==> src/rtl/exe_div_unit.sv <==
// Iterative restoring divide/remainder unit (RISC-V DIV/DIVU/REM/REMU) for the EXE stage.
// Retires BITS_PER_CYCLE quotient bits per cycle; result and tag held until popped.
module exe_div_unit #(
  parameter int XLEN           = 32,
  parameter int BITS_PER_CYCLE = 1,
  parameter int EARLY_OUT      = 1
) (
  input  logic            clk,
  input  logic            reset,
  input  logic            START_SE,
  input  logic [XLEN-1:0] OP1_SE,
  input  logic [XLEN-1:0] OP2_SE,
  input  logic [1:0]      CMD_RD,
  input  logic [5:0]      DEST_RD,
  input  logic            KILL_SE,
  input  logic            POP_DIV,
  output logic            BUSY_DIV,
  output logic            DONE_DIV,
  output logic [XLEN-1:0] RES_DIV,
  output logic [5:0]      DEST_DIV
);

  localparam int N  = XLEN / BITS_PER_CYCLE;
  localparam int CW = $clog2(N + 1);
  localparam logic [XLEN-1:0] MIN_NEG = {1'b1, {(XLEN-1){1'b0}}};

  typedef enum logic [2:0] {IDLE, PREP, ITER, FIXUP, DONE} state_t;

  state_t          state, state_nxt;
  logic [XLEN-1:0] op1_q, op2_q, quo_q, dvs_q, res_q;
  logic [XLEN:0]   prem_q;
  logic [1:0]      cmd_q;
  logic [5:0]      dest_q;
  logic            q_neg, r_neg;
  logic [CW-1:0]   cnt_q, cnt_nxt;

  logic            accept, div0, ovf, special;
  logic [XLEN-1:0] special_res, quo_nxt;
  logic [XLEN:0]   prem_nxt;

  assign accept = START_SE && !KILL_SE && (state == IDLE || (state == DONE && POP_DIV));

  // Special results are taken from the latched raw operands, so they are
  // identical whether or not the early-out path is enabled.
  always_comb begin
    div0    = (op2_q == '0);
    ovf     = !cmd_q[0] && (op1_q == MIN_NEG) && (op2_q == '1);
    special = div0 || ovf;
    if (div0) special_res = cmd_q[1] ? op1_q : '1;
    else      special_res = cmd_q[1] ? '0 : op1_q;
  end

  always_comb begin
    prem_nxt = prem_q;
    quo_nxt  = quo_q;
    for (int unsigned i = 0; i < BITS_PER_CYCLE; i++) begin
      prem_nxt = {prem_nxt[XLEN-1:0], quo_nxt[XLEN-1]};
      quo_nxt  = {quo_nxt[XLEN-2:0], 1'b0};
      if (prem_nxt >= {1'b0, dvs_q}) begin
        prem_nxt   = prem_nxt - {1'b0, dvs_q};
        quo_nxt[0] = 1'b1;
      end
    end
    cnt_nxt = cnt_q - 1'b1;
  end

  always_comb begin
    state_nxt = state;
    if (KILL_SE && state != IDLE) begin
      state_nxt = IDLE;
    end else begin
      case (state)
        IDLE:    if (accept) state_nxt = PREP;
        PREP:    state_nxt = (EARLY_OUT != 0 && special) ? DONE : ITER;
        ITER:    if (cnt_nxt == '0) state_nxt = FIXUP;
        FIXUP:   state_nxt = DONE;
        DONE:    if (accept) state_nxt = PREP;
                 else if (POP_DIV) state_nxt = IDLE;
        default: state_nxt = IDLE;
      endcase
    end
  end

  always_ff @(posedge clk or posedge reset) begin
    if (reset) begin
      state  <= IDLE;
      op1_q  <= '0;
      op2_q  <= '0;
      quo_q  <= '0;
      dvs_q  <= '0;
      res_q  <= '0;
      prem_q <= '0;
      cmd_q  <= '0;
      dest_q <= '0;
      q_neg  <= 1'b0;
      r_neg  <= 1'b0;
      cnt_q  <= '0;
    end else begin
      state <= state_nxt;
      if (accept) begin
        op1_q  <= OP1_SE;
        op2_q  <= OP2_SE;
        cmd_q  <= CMD_RD;
        dest_q <= DEST_RD;
        q_neg  <= !CMD_RD[0] && (OP1_SE[XLEN-1] ^ OP2_SE[XLEN-1]);
        r_neg  <= !CMD_RD[0] && OP1_SE[XLEN-1];
      end
      case (state)
        PREP: begin
          quo_q  <= (!cmd_q[0] && op1_q[XLEN-1]) ? -op1_q : op1_q;
          dvs_q  <= (!cmd_q[0] && op2_q[XLEN-1]) ? -op2_q : op2_q;
          prem_q <= '0;
          cnt_q  <= CW'(N);
          if (EARLY_OUT != 0 && special) res_q <= special_res;
        end
        ITER: begin
          quo_q  <= quo_nxt;
          prem_q <= prem_nxt;
          cnt_q  <= cnt_nxt;
        end
        FIXUP: begin
          if (special)       res_q <= special_res;
          else if (cmd_q[1]) res_q <= r_neg ? -prem_q[XLEN-1:0] : prem_q[XLEN-1:0];
          else               res_q <= q_neg ? -quo_q : quo_q;
        end
        default: ;
      endcase
    end
  end

  always_comb begin
    BUSY_DIV = (state != IDLE);
    DONE_DIV = (state == DONE);
    RES_DIV  = DONE_DIV ? res_q : '0;
    DEST_DIV = DONE_DIV ? dest_q : '0;
  end

endmodule

==> config.mk <==
export PLATFORM = sky130hd
export DESIGN_NAME = exe_div_unit
export DESIGN_NICKNAME = d
export VERILOG_FILES = /design/src/rtl/exe_div_unit.sv
export SDC_FILE = /design/constraint.sdc
export NUM_CORES = 1
export LEC_CHECK = 0
export ABC_AREA = 1
export BUFFER_PORTS_ARGS = -buffer_cell sky130_fd_sc_hd__buf_2
export CAP_MARGIN = 5
export CORE_ASPECT_RATIO = 0.6
export CORE_UTILIZATION = 55
export DETAILED_ROUTE_END_ITERATION = 12
export HOLD_SLACK_MARGIN = 0.1
export PLACE_DENSITY = 0.73
export SLEW_MARGIN = 30
export SYNTH_ARGS = -nofsm -noshare
export SYNTH_HDL_FRONTEND = slang
export SYNTH_SLANG_ARGS = --single-unit
==> constraint.sdc <==
create_clock -name clk -period 7.55 [get_ports clk]
set_clock_uncertainty 0.05 [all_clocks]
set_input_delay 0 -clock clk [delete_from_list [all_inputs] [get_ports clk]]
set_output_delay 0 -clock clk [all_outputs]
set_load 0.005 [all_outputs]
* Word-level counts from Yosys, hierarchy flattened *
Index checks and enable logic that the tools add are counted.

word-level totals
  input bits = 77
  flip-flop bits (word level) = 211
  output and inout port bits = 40
  word-level logic and storage cells = 78

cells by class
  bitwise operators = 1
  $add $sub $neg = 6
  reductions and logical operators = 23
  multiplexer cells = 25
  order comparisons = 1
  eq/ne operators = 10

operator list
  operator                number
  $mux W32                12
  $pmux W32 S2            3
  $neg A32 Y32            4
  $eq A32 B32 Y1 const B  2
  $ge A33 B32 Y1          1
  $logic_not A32 Y1       1
  $sub A32 B32 Y32        1
  $mux W3                 6
  $pmux W3 S5             1
  $pmux W6 S2             1
  $logic_and A1 B1 Y1     10
  $eq A3 B2 Y1 const B    2
  $logic_not A6 Y1        1
  $mux W6                 1
  $sub A6 B1 Y6 const B   1
  $ne A4 B2 Y1 const B    1
  $reduce_bool A2 Y1      2
  $eq A3 B1 Y1 const B    1
  $eq A3 B3 Y1 const B    1
  $logic_not A1 Y1        3
  $logic_not A3 Y1        1
  $ne A3 B2 Y1 const B    1
  $ne A3 B3 Y1 const B    1
  $reduce_and A3 Y1       1
  6 further kinds         7

* Logic depth before layout (Yosys ltp) *
Gate-level depths: netlist of the first run.

  word-level depth = 7
  depth in mapped cells = 17
  mapped depth without buffers = 17

* Worst setup path before layout of the first run *
Ideal clock, no wire load.

  kind = register -> register
  start point = register quo_q[31]
  end point = register prem_q[28]
  cell stages (with the launch flop) = 17
  setup time = 0.118 ns
  arrival = 1.937 ns
  setup slack = 5.445 ns
  period minus slack after synthesis = 2.105 ns
  buffers on the path = 0
  cells stage by stage = dfrtp_1 > inv_1 > ha_1 > inv_1 > fa_1 > nand3_1 > nand3_1 > nand2_1 > nand2_1 > nand2_1 > nand2_1 > nand2_1 > nand3b_1 > nand2_1 > nand2_1 > nand3_1 > nand2_1

between the ends
  cells in the longest elaborated chain, start to end = 3
  elaborated cells on any way between the ends = 4
  those cells by class = 1 x add/sub; 1 x order compare; 2 x mux

ends and longest elaborated chain
  what                                                line    RTL
  start, declared                                     30      logic [XLEN-1:0] op1_q, op2_q, quo_q, dvs_q, res_q;
  start signal, assigned                              110     quo_q <= (!cmd_q[0] && op1_q[XLEN-1]) ? -op1_q : op1_q;
  start signal, assigned                              117     quo_q <= quo_nxt;
  $sub A32 B32 Y32 or $ge A33 B32 Y1 (tied branches)  60, 59
  $mux W32 *                                          59      if (prem_nxt >= {1'b0, dvs_q}) begin
  $pmux W32 S2 *                                      108     case (state)
  end signal, assigned                                118     prem_q <= prem_nxt;
  end, declared                                       31      logic [XLEN:0] prem_q;

Every way passes the cells marked *; elsewhere a longest branch is shown, timed or not.
A chain may end at the register's enable or synchronous reset.

* Worst setup path in the final report of the first run *
  start point = register op2_q[0]
  end point = register res_q[4]

between the ends
  cells in the longest elaborated chain, start to end = 5
  elaborated cells on any way between the ends = 10
  those cells by class = 2 x eq/ne; 4 x mux; 4 x reduce/logical

ends and longest elaborated chain
  what                                               line  RTL
  start, declared                                    30
  start signal, assigned                             88    op2_q <= '0;
  start signal, assigned                             102   op2_q <= OP2_SE;
  $eq A32 B32 Y1                                     47    ovf = !cmd_q[0] && (op1_q == MIN_NEG) && (op2_q == '1);
  $logic_and A1 B1 Y1                                47
  $logic_or A1 B1 Y1                                 48    special = div0 || ovf;
  $mux W32 or $ne A2 B2 Y1 (tied branches)           -
  $pmux W32 S2 or $reduce_and A2 Y1 (tied branches)  -
  end signal, assigned                               122   if (special) res_q <= special_res;
  end signal, assigned                               123   else if (cmd_q[1]) res_q <= r_neg ? -prem_q[XLEN-1:0] : prem_q[XLEN-1:0];
  end signal, assigned                               124   else res_q <= q_neg ? -quo_q : quo_q;
  end, declared                                      30

Parallel ways exist; a longest one is shown, timed or not. The select of a mux whose other input is x is not followed.

==> reports/metrics.csv, run 1 <==
stage;metric;value;unit
run_status;status;completed;
power_and_ir_drop;powerDensity;479;nW/µm²
clock_tree;cts_tree;built;
floorplanning;core_area;29000;µm²
sta;relSlewSlack;35.1;%
clock_tree;cts_resized;0;
clock_tree;cts_buffers;22;
power_and_ir_drop;clock_power_share;13.3;%
finish;finalInstanceArea;18700;µm²
yosys;seq_area_frac_synth;32.2;%
global_route;grt_use_total;37.0;%
floorplanning;placementRows;48;
hold_path;hold_class;input port to async pin;
finish;nets;2892;
floorplanning;dieArea;30500;µm²
drt;drtPass1Iterations;6;
yosys;synthFlopType;dfrtp_1;
yosys;syn-mean-instance-area;6.19;µm²
finish;diodes;0;
power_and_ir_drop;seqPwrFrac;24.4;%
sta;final_max_slew_viol_count;0;
yosys;synth_enable_flop_cells;0;
drt;wl;56.7;mm
worst_setup_path;cp_common_cell;nand2_1;
clock_tree;clock_sinks;211;
floorplanning;die_y;136;µm
finish;register_area;5280;µm²
power_and_ir_drop;total_power;8.94;mW
worst_setup_path;critPathKind;flip-flop to flip-flop;
finish;drive_gt1_share;7.60;%
global_route;grt_overflow;0;
worst_setup_path;crit_arrival;4.16;ns
yosys;synth_cell_types;42;
yosys;async_flop_share;100;%
power_and_ir_drop;p_sw_share;54.7;%
clock_tree;clock_latency;0.55;ns
worst_setup_path;startpoint_type;flip-flop;
sta;finalCritPeriodShare;50.2;%
drt;wire_per_inst;17.8;µm
sta;rsz0062_at_grt;false;
sta;max_freq;0.264;GHz
place;postPlaceCellArea;17100;µm²
power_and_ir_drop;p_leak;9.70;nW
floorplanning;initial_utilization;56.4;%
yosys;synth.area.top_cells;dfrtp_1 32%, nand2_1 21%, inv_1 7.9%;
power_and_ir_drop;power.switching;4.89;mW
drt;vias;18100;
yosys;netlist_instances;2643;
finish;syn_to_final_growth;14.0;%
worst_setup_path;crit_slowest_cell;nand2_2;
worst_setup_path;crit_fanout;38;
drt;drt_first_iter_violations;2433;
job;cap_violations;0;
worst_setup_path;cp_num_buf_inv;4;
clock_tree;root_buffer;clkbuf_16;
drt;drc;0;
global_route;antenna_found_initial;1;
sta;whs;0.0652;ns
sta;hold_viol_final;0;
sta;finalSetupViolations;0;
worst_setup_path;slowest_delay;0.59;ns
worst_setup_path;cp_data_required_time;7.92;ns
drt;detail-route-antenna-nets;0;
sta;fin_crit;3.79;ns
worst_setup_path;worstPathCellList;inv_1, ha_1, nand3_2, nor2_1, nand2_1, nor2_2, buf_4, inv_2, nand2_1, nand2_1, nand2_2, inv_2, nand2_1, nand2_1;
floorplanning;ios;117;
global_route;grt_max_degree;117;
yosys;yosys.area.top_type;dfrtp_1;
drt;vias_per_cell;5.67;
sta;worstMarginPinSlew;0.973;ns
place;place_congestion;0.997;
yosys;netlist_area;16400;µm²
power_and_ir_drop;intPower;4.05;mW
place;dp_hpwl;41.2;mm
power_and_ir_drop;peakVddDrop;0.000292;V
finish;nFillCells;2683;
worst_setup_path;cp-end-kind;flip-flop;
yosys;synth-seq-cells;211;
finish;multi_input_area;9300;µm²
global_route;grt_pass1_vias;15700;
global_route;grt_pass1_wl;87.9;mm
sta;finalSetupTns;0;ns
place;portBuffers;116;
power_and_ir_drop;power_frac_comb;62.3;%
clock_tree;path_clk_slew;0.07;ns
yosys;ys_warn_count;0;
yosys;synth_top_area_share;32.2;%
yosys;synth_nets;2760;
floorplanning;die_w;225;µm
worst_setup_path;cp_top_family;simple AND/OR/NAND/NOR gates;
clock_tree;htree_num_levels;1;
clock_tree;cts_buffer_depth;3;
## repair_timing
action	CTS	global route
hold buffers	77	0
setup buffers	0	0
endpoints found under the hold margin	192	0
## placed cells by master (no fill, tap or decap), drive strengths merged, types with 43 or more instances in the layout
| cell | instances |
|---|---|
| nor3 | 43 |
| buf | 131 |
| o21ai | 168 |
| nand3 | 266 |
| dfrtp | 211 |
| nand2 | 902 |
| nor2 | 294 |
| a21oi | 77 |
| inv | 356 |
| dlygate4sd3 | 77 |
## layer usage
layer  track usage (%)  routed length, µm  up-vias
li1                  -                  -     8636
met1              58.8              26600     8333
met2              51.1              22400     1007
met3              7.89               6750       92
met4              5.74                874        0
met5                 0                  0        -
## Yosys cell counts (4+ instances only)
library cell,number
a21oi_1,77
buf_1,9
buf_2,18
buf_4,8
buf_6,5
clkbuf_1,60
dfrtp_1,211
ha_1,39
inv_1,346
inv_2,10
nand2_1,899
nand3_1,259
nand3_2,5
nand3b_1,16
nand4_1,36
nor2_1,285
nor2_2,7
nor3_1,38
o211ai_1,4
o21ai_0,152
o21ai_1,16
o21bai_1,11
o221ai_1,14
o22ai_1,31
xnor2_1,17
xor2_1,39
## registers in the layout, summed over array words and instances, names as in the netlist, 2 cells and up
name    count
dvs_q      32
op1_q      32
prem_q     32
state       3
cnt_q       6
res_q      32
dest_q      6
op2_q      32
quo_q      32
cmd_q       2
## final cells by class
type / count / area share, %
Multi-Input combinational cell: 1974 / 49.8
Sequential cell: 211 / 28.3
Timing Repair Buffer: 208 / 7.84
Inverter: 358 / 7.25
Clock buffer: 29 / 3.36
Tap cell: 400 / 2.68
Clock inverter: 8 / 0.751
## through the flow
step / utilization, % / cells / setup WS, ns
after floorplan: - / 2643 / 1.73
after global placement: 59.0 / 3074 / 3.51
after detailed placement: 59.0 / 3074 / 3.26
after CTS: 64.3 / 3188 / 3.24
after global routing: 64.4 / 3188 / 3.59
final: 64.4 / 3188 / 3.76
## path summary, 6_finish.rpt
| kind | from | to | slack [ns] | cells past startpoint |
|---|---|---|---|---|
| hold reg to reg | res_q[13] | res_q[13] | 0.43 | 2 |
| hold / removal | reset | op2_q[11] | 0.07 | 3 |
| min in group clk | OP2_SE[13] | op2_q[13] | 0.13 | 4 |
| setup / recovery | op2_q[0] | res_q[4] | 3.76 | 14 |
| max in group asynchronous | reset | r_neg | 5.55 | 5 |
| setup reg to reg | op2_q[0] | res_q[4] | 3.76 | 14 |
## power groups by stage
| stage | Clock (mW) | Combinational (mW) | Sequential, mW |
|---|---|---|---|
| 6_report | 1.19 | 5.57 | 2.19 |
| 5_1_grt | 1.23 | 6.19 | 2.23 |
| 4_1_cts | 1.19 | 5.40 | 2.15 |
| 3_5_place_dp | 0 | 5.32 | 2.17 |
| 3_3_place_gp | 0 | 5.24 | 2.16 |
| 2_1_floorplan | 0 | 3.97 | 2.00 |
## worst min-delay path: cells and delay by family
| kind | cells | cell delay [ns] |
|---|---|---|
| buf+inv | 3 | 1.20 |
## logic make-up after synthesis
group	count (synthesis)	synth area share, %
AOI/OAI and AO/OA	311	10.4
xor gates and xnor gates	56	3.00
adders and majority gates	40	3.10
buffers and inverters	458	11.1
DFF	211	32.2
and+or+nand+nor	1567	40.2
(Power assumes the default switching activity.)
==> run 2, diff against run 1 <==
Clock period 7.55 ns to 3.5 ns, I/O delays scaled along.
==> run 2 against run 1 <==
Sequential share of layout area is 0.29 points lower. Sequential cell count did not move. Die area stayed put. Combinational power increased by 120%. Final area grew 1.0%. Largest power group unchanged.
==> reports/metrics.csv, run 2 (synthesis results as in run 1) <==
stage;metric;value;unit;change
run_status;status;completed;;
finish;final_core_util;65.0;%;+0.66 points
sta;rsz0062_at_grt;false;;
finish;nets;2917;;+0.86%
power_and_ir_drop;powerDensity;1020;nW/µm²;+110%
power_and_ir_drop;power.switching;10.6;mW;+120%
place;dp_hpwl;42.2;mm;+2.5%
power_and_ir_drop;intPower;8.71;mW;+120%
power_and_ir_drop;seqPwrFrac;24.8;%;+0.4 points
finish;final_cell_mix;899 x nand2_1, 345 x inv_1, 283 x nor2_1;;
drt;drt_first_iter_violations;2603;;+7.0%
clock_tree;cts_tree;built;;
sta;hold_viol_final;0;;unchanged
sta;finalSetupTns;0;ns;unchanged
worst_setup_path;rr_startpoint;state[2];;
worst_setup_path;cp_data_required_time;3.86;ns;-4.06 ns
sta;fin_crit;3.01;ns;-0.780 ns
drt;vias;18200;;+0.94%
worst_setup_path;reg2regPathDepth;8;;-6
worst_setup_path;critPathKind;flip-flop to flip-flop;;
sta;finalSetupViolations;0;;unchanged
place;dp_slack;0.685;ns;-2.57 ns
drt;vias_per_cell;5.67;;about the same
power_and_ir_drop;power_frac_comb;62.6;%;+0.3 points
clock_tree;clock_latency;0.55;ns;about the same
clock_tree;clock_sinks;211;;unchanged
power_and_ir_drop;clock_power_share;12.5;%;-0.8 points
sta;finalCritPeriodShare;86.1;%;+36 points
floorplanning;core_area;29000;µm²;unchanged
global_route;grt_pass1_vias;16000;;+1.8%
global_route;grt_overflow;0;;unchanged
floorplanning;ios;117;;unchanged
drt;wl;56.9;mm;+0.32%
floorplanning;die_y;136;µm;unchanged
floorplanning;initial_utilization;56.4;%;unchanged
clock_tree;root_buffer;clkbuf_16;;
worst_setup_path;crit_fanout;56;;+47%
finish;syn_to_final_growth;15.2;%;
floorplanning;placementRows;48;;unchanged
power_and_ir_drop;peakVddDrop;0.000682;V;+130%
floorplanning;dieArea;30500;µm²;unchanged
worst_setup_path;rr_endpoint;op1_q[5];;
clock_tree;htree_num_levels;1;;unchanged
global_route;grt_use_total;37.3;%;+0.32 points
hold_path;hold_class;input port to async pin;;
sta;finalWorstSetupSlack;0.488;ns;-3.27 ns
drt;detail-route-antenna-nets;0;;unchanged
drt;drtPass1Iterations;6;;unchanged
clock_tree;post_cts_buffers;0;;unchanged
finish;mostFrequentLayoutCell;nand2_1;;
place;portBuffers;116;;unchanged
job;cap_violations;0;;unchanged
worst_setup_path;ff2ff_setup_slack;0.49;ns;-3.27 ns
sta;relSlewSlack;33.9;%;-1.3 points
drt;drc;0;;unchanged
worst_setup_path;cp-end-kind;flip-flop;;
sta;final_max_slew_viol_count;0;;unchanged
place;place_congestion;1.05;;+5.6%
sta;max_freq;0.332;GHz;+26%
power_and_ir_drop;p_sw_share;54.8;%;+0.095 points
global_route;grt_pass1_wl;88.9;mm;+1.1%
worst_setup_path;crit_arrival;3.38;ns;-0.78 ns
sta;worstMarginPinSlew;0.992;ns;+0.0193 ns
finish;drive_gt1_share;8.06;%;+0.46 points
worst_setup_path;startpoint_type;flip-flop;;
clock_tree;path_clk_slew;0.07;ns;about the same
drt;wire_per_inst;17.7;µm;-0.59%
global_route;antenna_found_initial;1;;unchanged
clock_tree;cts_buffer_depth;3;;unchanged
clock_tree;cts_buffers;22;;unchanged
global_route;grt_max_degree;81;;-31%
power_and_ir_drop;p_leak;9.79;nW;+0.93%
finish;nFillCells;2700;;+0.63%
floorplanning;die_w;225;µm;unchanged
[run 2: per-stage QoR]
| step | area [µm²] | std cells | hold slack [ns] | power [mW] |
|---|---|---|---|---|
| after floorplan | 16400 | 2643 | 0.0500 | 12.9 |
| after global placement | 17300 | 3090 | 0.139 | 16.1 |
| after detailed placement | 17300 | 3090 | 0.138 | 16.2 |
| after CTS | 18900 | 3216 | 0.107 | 18.9 |
| after global routing | 18900 | 3216 | 0.170 | 20.8 |
| final | 18900 | 3217 | 0.141 | 19.3 |
[run 2: final cells by class]
type	instances	area [µm²]	area share [%]
Antenna cell	1	2.50	0.0133
Clock buffer	31	634	3.36
Clock inverter	9	91.3	0.484
Inverter	358	1350	7.15
Multi-Input combinational cell	1974	9300	49.3
Sequential cell	211	5280	28.0
Tap cell	400	500	2.65
Timing Repair Buffer	233	1700	9.01
[run 2: how the worst max path moves through the flow]
stage / startpoint / to / cells after the start
after detailed placement: prem_q[8] / prem_q[5] / 12
final: state[2] / op1_q[5] / 8
after CTS: state[2] / op2_q[6] / 8
after global placement: prem_q[8] / prem_q[28] / 12
after floorplan: reset / cmd_q[0] / 1
after global routing: state[2] / op2_q[4] / 8
[run 2: critical path, cell delays in order (launching register included)]
cell and delay (ns):
dfrtp_1 0.51, inv_1 0.10, or2_2 0.30, nand3_1 0.16
clkinv_2 0.63, buf_4 0.43, nand2_1 0.07, nand2_1 0.05
dlygate4sd3_1 0.56
[run 2: repair_timing]
item	CTS	global route
hold buffers	86	0
resized for setup	0	0
endpoints found under the hold margin	121	0
[run 2: metal layers]
layer	up-vias	part of all wire, %	global-route usage [%]
li1	8688	-	-
met1	8471	47	59.4
met2	989	40	51.6
met3	89	11	7.24
met4	0	1.8	6.76
met5	-	0	0
[run 2: power groups by stage]
stage	combinational (mW)	clock, mW	sequential [mW]
2_1_floorplan	8.56	0	4.31
3_3_place_gp	11.3	0	4.73
3_5_place_dp	11.5	0	4.76
4_1_cts	11.7	2.43	4.72
5_1_grt	13.4	2.53	4.92
6_report	12.1	2.41	4.79
==> run 3, diff against run 2 <==
--- a/config.mk
+++ b/config.mk
@@ -15,3 +15,2 @@
 export PLACE_DENSITY = 0.73
-export SLEW_MARGIN = 30
 export SYNTH_ARGS = -nofsm -noshare
==> constraint.sdc (replaced) <==
create_clock -name clk -period 3.5 [get_ports clk]
set_clock_uncertainty 0.05 [all_clocks]
set_input_delay 0.35 -clock clk [delete_from_list [all_inputs] [get_ports clk]]
set_output_delay 0.35 -clock clk [all_outputs]
set_load 0.005 [all_outputs]
==> run 3 against run 2 <==
Combinational power about the same. Fmax up 3.1%. Final area shrank 0.21%. Critical endpoint is now r_neg. Largest power group unchanged.
==> reports/metrics.csv, run 3 (synthesis results as in run 1) <==
stage;metric;value;unit;change
floorplanning;die_w;225;µm;unchanged
worst_setup_path;cp_num_buf_inv;4;;unchanged
clock_tree;path_clk_slew;0.06;ns;about the same
job;cap_violations;0;;unchanged
power_and_ir_drop;total_power;19.4;mW;+0.57%
power_and_ir_drop;power_frac_comb;61.6;%;-1.0 points
sta;relSlewSlack;36.2;%;+2.3 points
worst_setup_path;worstPathCellList;inv_1, or2_2, nand3_1, clkinv_2, buf_4, nand2_1, o22ai_1, dlygate4sd3_1;;
power_and_ir_drop;p_leak;9.77;nW;-0.16%
floorplanning;initial_utilization;56.4;%;unchanged
sta;fin_crit;2.92;ns;-0.0903 ns
finish;drive_gt1_share;7.93;%;-0.13 points
clock_tree;htree_num_levels;1;;unchanged
finish;nFillCells;2659;;-1.5%
sta;finalSetupViolations;0;;unchanged
clock_tree;cts_tree;built;;
global_route;grt_most_used_layer;met1;;
sta;max_freq;0.342;GHz;+3.1%
floorplanning;ios;117;;unchanged
sta;final_max_slew_viol_count;0;;unchanged
global_route;grt_use_total;36.5;%;-0.86 points
worst_setup_path;slowest_delay;0.56;ns;-0.07 ns
floorplanning;die_y;136;µm;unchanged
worst_setup_path;cp-end-kind;flip-flop;;
clock_tree;clock_latency;0.56;ns;about the same
place;portBuffers;116;;unchanged
power_and_ir_drop;clock_power_share;13.8;%;+1.3 points
finish;final_core_util;64.9;%;-0.13 points
worst_setup_path;reg2regPathDepth;8;;unchanged
finish;final_cell_mix;899 x nand2_1, 345 x inv_1, 283 x nor2_1;;
floorplanning;core_area;29000;µm²;unchanged
power_and_ir_drop;intPower;8.86;mW;+1.7%
drt;wire_per_inst;17.4;µm;-1.5%
global_route;grt_max_degree;121;;+49%
worst_setup_path;crit_slowest_cell;clkinv_2;;
place;place_congestion;1.05;;-0.21%
sta;finalSetupTns;0;ns;unchanged
global_route;met2_usage;49.9;%;-1.7 points
run_status;status;completed;;
global_route;grt_util_met3;10.3;%;+3.0 points
sta;finalCritPeriodShare;83.5;%;-2.6 points
power_and_ir_drop;peakVddDrop;0.000523;V;-23%
sta;whs;0.156;ns;+0.0152 ns
finish;nets;2903;;-0.48%
sta;worstMarginPinSlew;0.958;ns;-0.0345 ns
drt;detail-route-antenna-nets;0;;unchanged
power_and_ir_drop;powerDensity;1030;nW/µm²;+0.78%
worst_setup_path;critPathKind;flip-flop to flip-flop;;
worst_setup_path;cp_data_required_time;3.88;ns;+0.02 ns
finish;syn_to_final_growth;14.9;%;
global_route;antenna_found_initial;2;;+1
clock_tree;cts_buffer_depth;3;;unchanged
global_route;grt_pass1_wl;86.7;mm;-2.5%
worst_setup_path;startpoint_type;flip-flop;;
global_route;grt_overflow;0;;unchanged
power_and_ir_drop;power.switching;10.5;mW;-0.36%
drt;wl;55.7;mm;-2.0%
finish;mostFrequentLayoutCell;nand2_1;;
drt;vias;18000;;-1.5%
sta;rsz0062_at_grt;false;;
sta;hold_viol_final;0;;unchanged
worst_setup_path;crit_arrival;3.30;ns;-0.08 ns
drt;drt_first_iter_violations;2315;;-11%
drt;vias_per_cell;5.61;;-1.0%
worst_setup_path;crit_fanout;56;;unchanged
clock_tree;root_buffer;clkbuf_16;;
floorplanning;placementRows;48;;unchanged
power_and_ir_drop;seqPwrFrac;24.6;%;-0.2 points
hold_path;hold_depth;5;;
worst_setup_path;cp_top_family;buffers and inverters;;
drt;drtPass1Iterations;6;;unchanged
hold_path;hold_class;input port to flip-flop;;
place;postPlaceCellArea;17200;µm²;-0.19%
drt;drc;0;;unchanged
worst_setup_path;worst-path-stages;8;;unchanged
place;dp_hpwl;41.8;mm;-0.96%
floorplanning;dieArea;30500;µm²;unchanged
clock_tree;clock_sinks;211;;unchanged
finish;finalInstanceArea;18800;µm²;-0.21%
global_route;met1_usage;55.9;%;-3.5 points
clock_tree;cts_buffers;23;;+4.5%
global_route;grt_pass1_vias;15800;;-1.3%
power_and_ir_drop;p_sw_share;54.3;%;-0.51 points
## run 3: cell types whose count changed in the layout (fill, tap and decap cells not counted), moves of 2 or more
cell | before | now
bufinv_16 | 1 | 4
buf_4 | 29 | 22
clkbuf_8 | 5 | 3
clkinvlp_4 | 5 | 2
dlygate4sd3_1 | 86 | 77
clkbuf_1 | 4 | 2
## run 3: tightest hold or removal path: cells and delay by family
| kind | cells | cell delay (ns) |
|---|---|---|
| buffers and inverters | 1 | 0.09 |
| AOI/OAI and AO/OA | 1 | 0.08 |
| and+or+nand+nor | 3 | 0.20 |
## run 3: what timing repair did
| action | in CTS | in global routing |
|---|---|---|
| buffers inserted | 0 | 0 |
| endpoints found under the hold margin | 287 | 0 |
| hold buffers | 77 | 0 |
| resized for setup | 0 | 0 |
## run 3: per-layer routing
layer  share of wire, %  up-vias  routed length (µm)
met5                  0        -                   0
met1                 47     8293               26000
li1                   -     8676                   -
met4                1.9        0                1050
met2                 39      914               22000
met3                 12       80                6690
## run 3: cell type report
class                      instances  area [µm²]  share of cell area (%)
clock buffer                      28         624                    3.32
sequential                       211        5280                    28.1
clock inverter                    11         183                   0.971
inverter                         358        1350                    7.17
timing repair buffer             218        1580                    8.38
tap                              400         500                    2.66
antenna                            2        5.00                  0.0266
multi-input combinational       1974        9300                    49.4
## run 3: final timing paths
kind	start	endpoint	slack, ns
min	POP_DIV	state[0]	0.16
max in group asynchronous	reset	res_q[25]	2.34
max	state[2]	r_neg	0.58
max reg2reg	state[2]	r_neg	0.58
min reg2reg	res_q[9]	res_q[9]	0.43
min in group asynchronous	reset	op2_q[13]	0.46
## run 3: power groups by stage
stage                     logic [mW]  registers, mW  clock network [mW]
after global placement          11.3           4.72                   0
after CTS                       11.6           4.72                2.71
after detailed placement        11.4           4.75                   0
after global routing            13.2           4.90                2.79
after floorplan                 8.56           4.31                   0
final                           11.9           4.78                2.68
## run 3: per-stage QoR
step / std cells / worst slack (ns)
after detailed placement: 3084 / 0.690
after CTS: 3200 / 0.593
after global routing: 3200 / 0.353
final: 3202 / 0.578
after floorplan: 2643 / 0.358
after global placement: 3084 / 0.690
